`src/rtl/ls175_quad_dff.sv`:
```
// -----------------------------------------------------------------------------
// ls175_quad_dff
//   Quadruple D-type flip-flop with common clock and common synchronous clear,
//   modelled on the SN74LS175. Four independent 1-bit stages, each with a true
//   and a complementary output derived from the same storage bit.
//
// Ports
//   _CLK              in   Clock; all state changes on the rising edge.
//   _CLR              in   Synchronous active-high clear; priority over load.
//   _1D.._4D          in   Data inputs, one per stage.
//   _1Q.._4Q          out  True outputs, one per stage.
//   _1Q_INV.._4Q_INV  out  Complement outputs, always ~_nQ.
// -----------------------------------------------------------------------------
module ls175_quad_dff (
  input  logic _CLK,
  input  logic _CLR,
  input  logic _1D,
  input  logic _2D,
  input  logic _3D,
  input  logic _4D,
  output logic _1Q,
  output logic _1Q_INV,
  output logic _2Q,
  output logic _2Q_INV,
  output logic _3Q,
  output logic _3Q_INV,
  output logic _4Q,
  output logic _4Q_INV
);

  // Bit n-1 holds stage n.
  logic [3:0] data_in;
  logic [3:0] state_d;
  logic [3:0] state_q;

  assign data_in = {_4D, _3D, _2D, _1D};

  // Clear wins over load; each stage otherwise captures only its own D.
  always_comb begin
    state_d = data_in;
    if (_CLR) begin
      state_d = 4'b0000;
    end
  end

  // NOTE: non-blocking assignment so every stage samples its input at the
  // same edge regardless of evaluation order. The storage has no separate
  // reset; _CLR is the only initialisation, so the state is unknown until
  // the first edge.
  always_ff @(posedge _CLK) begin
    state_q <= state_d;
  end

  // Complements come from the same bits, so Q and Q_INV can never agree.
  assign _1Q     =  state_q[0];
  assign _2Q     =  state_q[1];
  assign _3Q     =  state_q[2];
  assign _4Q     =  state_q[3];
  assign _1Q_INV = ~state_q[0];
  assign _2Q_INV = ~state_q[1];
  assign _3Q_INV = ~state_q[2];
  assign _4Q_INV = ~state_q[3];

endmodule

```
`config.mk`:
```
export PLATFORM = sky130hd
export DESIGN_NAME = ls175_quad_dff
export DESIGN_NICKNAME = d
export VERILOG_FILES = /design/src/rtl/ls175_quad_dff.sv
export SDC_FILE = /design/constraint.sdc
export NUM_CORES = 1
export LEC_CHECK = 0
export CORE_AREA = 3 3 40 42
export CTS_BUF_LIST = sky130_fd_sc_hd__clkbuf_8 sky130_fd_sc_hd__clkbuf_16
export DETAILED_ROUTE_END_ITERATION = 8
export DIE_AREA = 0 0 43 45
export PLACE_DENSITY = 0.43
export REMOVE_ABC_BUFFERS = 1
export SLEW_MARGIN = 25
export SYNTH_ARGS = -nofsm -noshare
export SYNTH_HDL_FRONTEND = slang
export SYNTH_SLANG_ARGS = --single-unit
```
`constraint.sdc`:
```
create_clock -name _CLK -period 0.8 [get_ports _CLK]
set_clock_uncertainty 0.15 [all_clocks]
set_input_delay 0.12 -clock _CLK [delete_from_list [all_inputs] [get_ports _CLK]]
set_output_delay 0.12 -clock _CLK [all_outputs]
set_load 0.01 [all_outputs]
```
# --- After elaboration in Yosys (flattened, before gate mapping) ---
# Cells that the tools add are included.
op_classes:
  n_bitwise: 4
ops:
  columns: ["cell", "count"]
  rows:
  - ["inverter 1 bit", 4]
totals:
  register_bits: 4
  inputBits: 6
  out_inout_bits: 8
  elab_cells: 5

# --- Longest topological paths before layout ---
depth:
  ltp_word: 1
  ltp_mapped: 1
  mapped_depth_nobuf: 1

# --- Worst setup path before layout ---
# Ideal clock, no wire load.
synth_path:
  path_type: "register -> output"
  startpoint: "reg state_q[0]"
  endpoint: "out _1Q_INV"
  arrival_ns: 0.436
  required_time_ns: 0.530
  setup_slack_ns: 0.094
  path_stages_with_launch: 2
  n_path_buf: 0
  path_cell_list: "dfxtp_1 -> inv_1"
synth_between:
  elab_chain_len: 1
synth_rtl:
  columns: ["item", "line", "rtl"]
  rows:
  - ["start, declared", "34", "logic [3:0] state_q;"]
  - ["start signal, assigned", "51", "state_q <= state_d;"]
  - ["inverter 1 bit", "59", "assign _1Q_INV = ~state_q[0];"]
  - ["end, declared", "22", "output logic _1Q_INV,"]
# No other way between the ends.

# --- Worst setup path in the final report ---
layout_path:
  startpoint: "reg state_q[3]"
  endpoint: "out _4Q_INV"
layout_between:
  elab_chain_len: 1
layout_rtl:
  columns: ["item", "line", "rtl"]
  rows:
  - ["inverter 1 bit", "62", "assign _4Q_INV = ~state_q[3];"]
  - ["end, declared", "28", "output logic _4Q_INV"]
# No other way between the ends.

==> results.toml <==
[worst_setup_path]
endpoint_kind = "output port"
criticalPathCategory = "reg -> out"
cp.required_ns = 0.53
worst-path-buf-inv = 2
cp_data_arrival_time_ns = 0.70
crit_fanout = 2
crit_path_max_incr_delay_ns = 0.34
cp_cell_sequence = "inv_2 -> buf_6"
worstSetupStartpointType = "flop"
slowest_stage = "dfxtp_2"
cpLargestDelayFamily = "flip-flops"
cp.depth = 2

[floorplan]
rows = 13
die_w_um = 43
die_area_mm2 = 0.001935
die_height_um = 45
start_util = 0.09348
io_pins = 14
core_mm2 = 0.001285

[cts]
htree_levels = 1
cts_hold_buf = 0
cts_max_path_buffers = 2
clock-sinks = 4
clk_pin_slew_ns = 0.03
post_cts_buffers = 0
cts_tree = "done"
cts_buffers = 3
root_buffer = "clkbuf_8"

[placement]
place.gp.congestion = 0.6678
post-place-ws_ns = -0.3447
hpwl_um = 275
io_buffers = 13
placed_cell_area_um2 = 269.0

[synth]
synth_area_um2 = 120.1
synthAdderAreaFrac = 0
syn_area_per_cell_um2 = 10.01
synth-simple-area-share = 0.2083
synth-seq-area-share = 0.6667
synth_mux_area_frac = 0
synthXorXnorAreaFrac = 0
synthCells = 12
synth_seq_cells = 4
synth_compound_area_frac = 0
ys_types = 3
synth_warnings = 0
synth_top_family_by_area = "simple AND/OR/NAND/NOR gates"

[timing]
period_needed_ns = 0.9696
drv_slew = 0
whs_ns = 0.3008
fmax_mhz = 1031
max-slew-margin-rel = 0.9181
setup_slack_ns = -0.1696
grt_setup_unrepaired = "true"
setup_viol = 8
hold_viol = 0
period_share = 1.212
tightest_slew_ns = 0.1224

[pwr]
power.density_mw_per_mm2 = 2309
vdd_drop_max_mv = 0.7445
p_leak_nw = 0.1409

[min_path]
hp-start = "_4D"
hold_depth = 2
hold_class = "in -> reg"
min_to = "state_q[3]"

[layout]
largest_reg_flops = 4
top_regs = "state_q x4"
drive_above_1_share = 0.6786
top_register = "state_q"
final_net_count = 36
nFillCells = 144
area_growth_syn_to_layout_pct = 165.6
num_antenna_cells = 0
final_area_um2 = 319.1

[drt]
first_pass_iters = 1
drc = 0
via_per_inst = 3.093
drt_iter0_markers = 0
via_count = 133
ant_nets = 0
routedWlPerCell_um = 8.023
totalWireLength_um = 345

[job]
maxCapViolations = 0

[outcome]
status = "finished, violations left"
violations = "negative setup slack"

[global_routing]
grt_pass1_wl_um = 545
grt_use_total = 0.04833
grt_pass1_vias = 125
grt_max_degree = 5
overflow = 0
antenna_found_initial = 0
[cell type report]
type	instances	area, um2	area share
clock buffer	3	41.29	0.1294
multi-input combinational	4	25.02	0.07843
tap	15	18.77	0.05882
timing repair buffer	13	133.9	0.4196
sequential	4	85.08	0.2667
inverter	4	15.01	0.04706
[metal layers]
layer / routed length, um / global-route usage
met5: 0 / 0
met4: 0 / 0.05422
met3: 86 / 0.06773
met2: 135 / 0.05090
met1: 122 / 0.03623
[per-stage QoR]
stage / TNS [ns] / utilization / total power, mW / std cells
final: -1.156 / 0.2483 / 0.7367 / 43
after floorplan: 0 / - / 0.2408 / 12
after CTS: -1.225 / 0.2240 / 0.7379 / 43
after global placement: -3.189 / 0.2093 / 0.3077 / 40
after global routing: -1.377 / 0.2483 / 0.7771 / 43
after detailed placement: -3.347 / 0.2093 / 0.3100 / 40
[worst max-delay path by stage]
stage	start	end	slack, ns
6_report	state_q[3]	_4Q_INV	-0.17
3_3_place_gp	state_q[0]	_1Q_INV	-0.33
4_1_cts	state_q[0]	_1Q_INV	-0.18
5_1_grt	state_q[2]	_3Q_INV	-0.20
3_5_place_dp	state_q[0]	_1Q_INV	-0.34
2_1_floorplan	state_q[0]	_1Q_INV	0.09
[placed cells by master (no fill, tap or decap)]
cell	count
dfxtp_2	4
clkdlybuf4s50_1	5
inv_2	4
buf_2	1
nor2b_1	4
buf_6	7
clkbuf_8	3
[what timing repair did]
item | CTS | global route
pin swaps | 0 | 0
gates resized for setup | 39 | 8
setup endpoints to repair | 8 | 8
[power by group]
group,switching (mW),internal [mW],total [mW]
clock network,0.102,0.321,0.422
registers,0.00956,0.214,0.224
logic,0.0285,0.0622,0.0908
[cell families (layout without fill, tap and decap cells)]
logic type / after synthesis / count (layout)
AND/OR/NAND/NOR: 4 / 4
flip-flops: 4 / 4
buffers and inverters: 4 / 20
[cell usage after synthesis, drive strengths merged]
cell type  n  area [um2]
dfxtp      4       80.08
inv        4       15.01
nor2b      4       25.02
(Power assumes the default switching activity.)
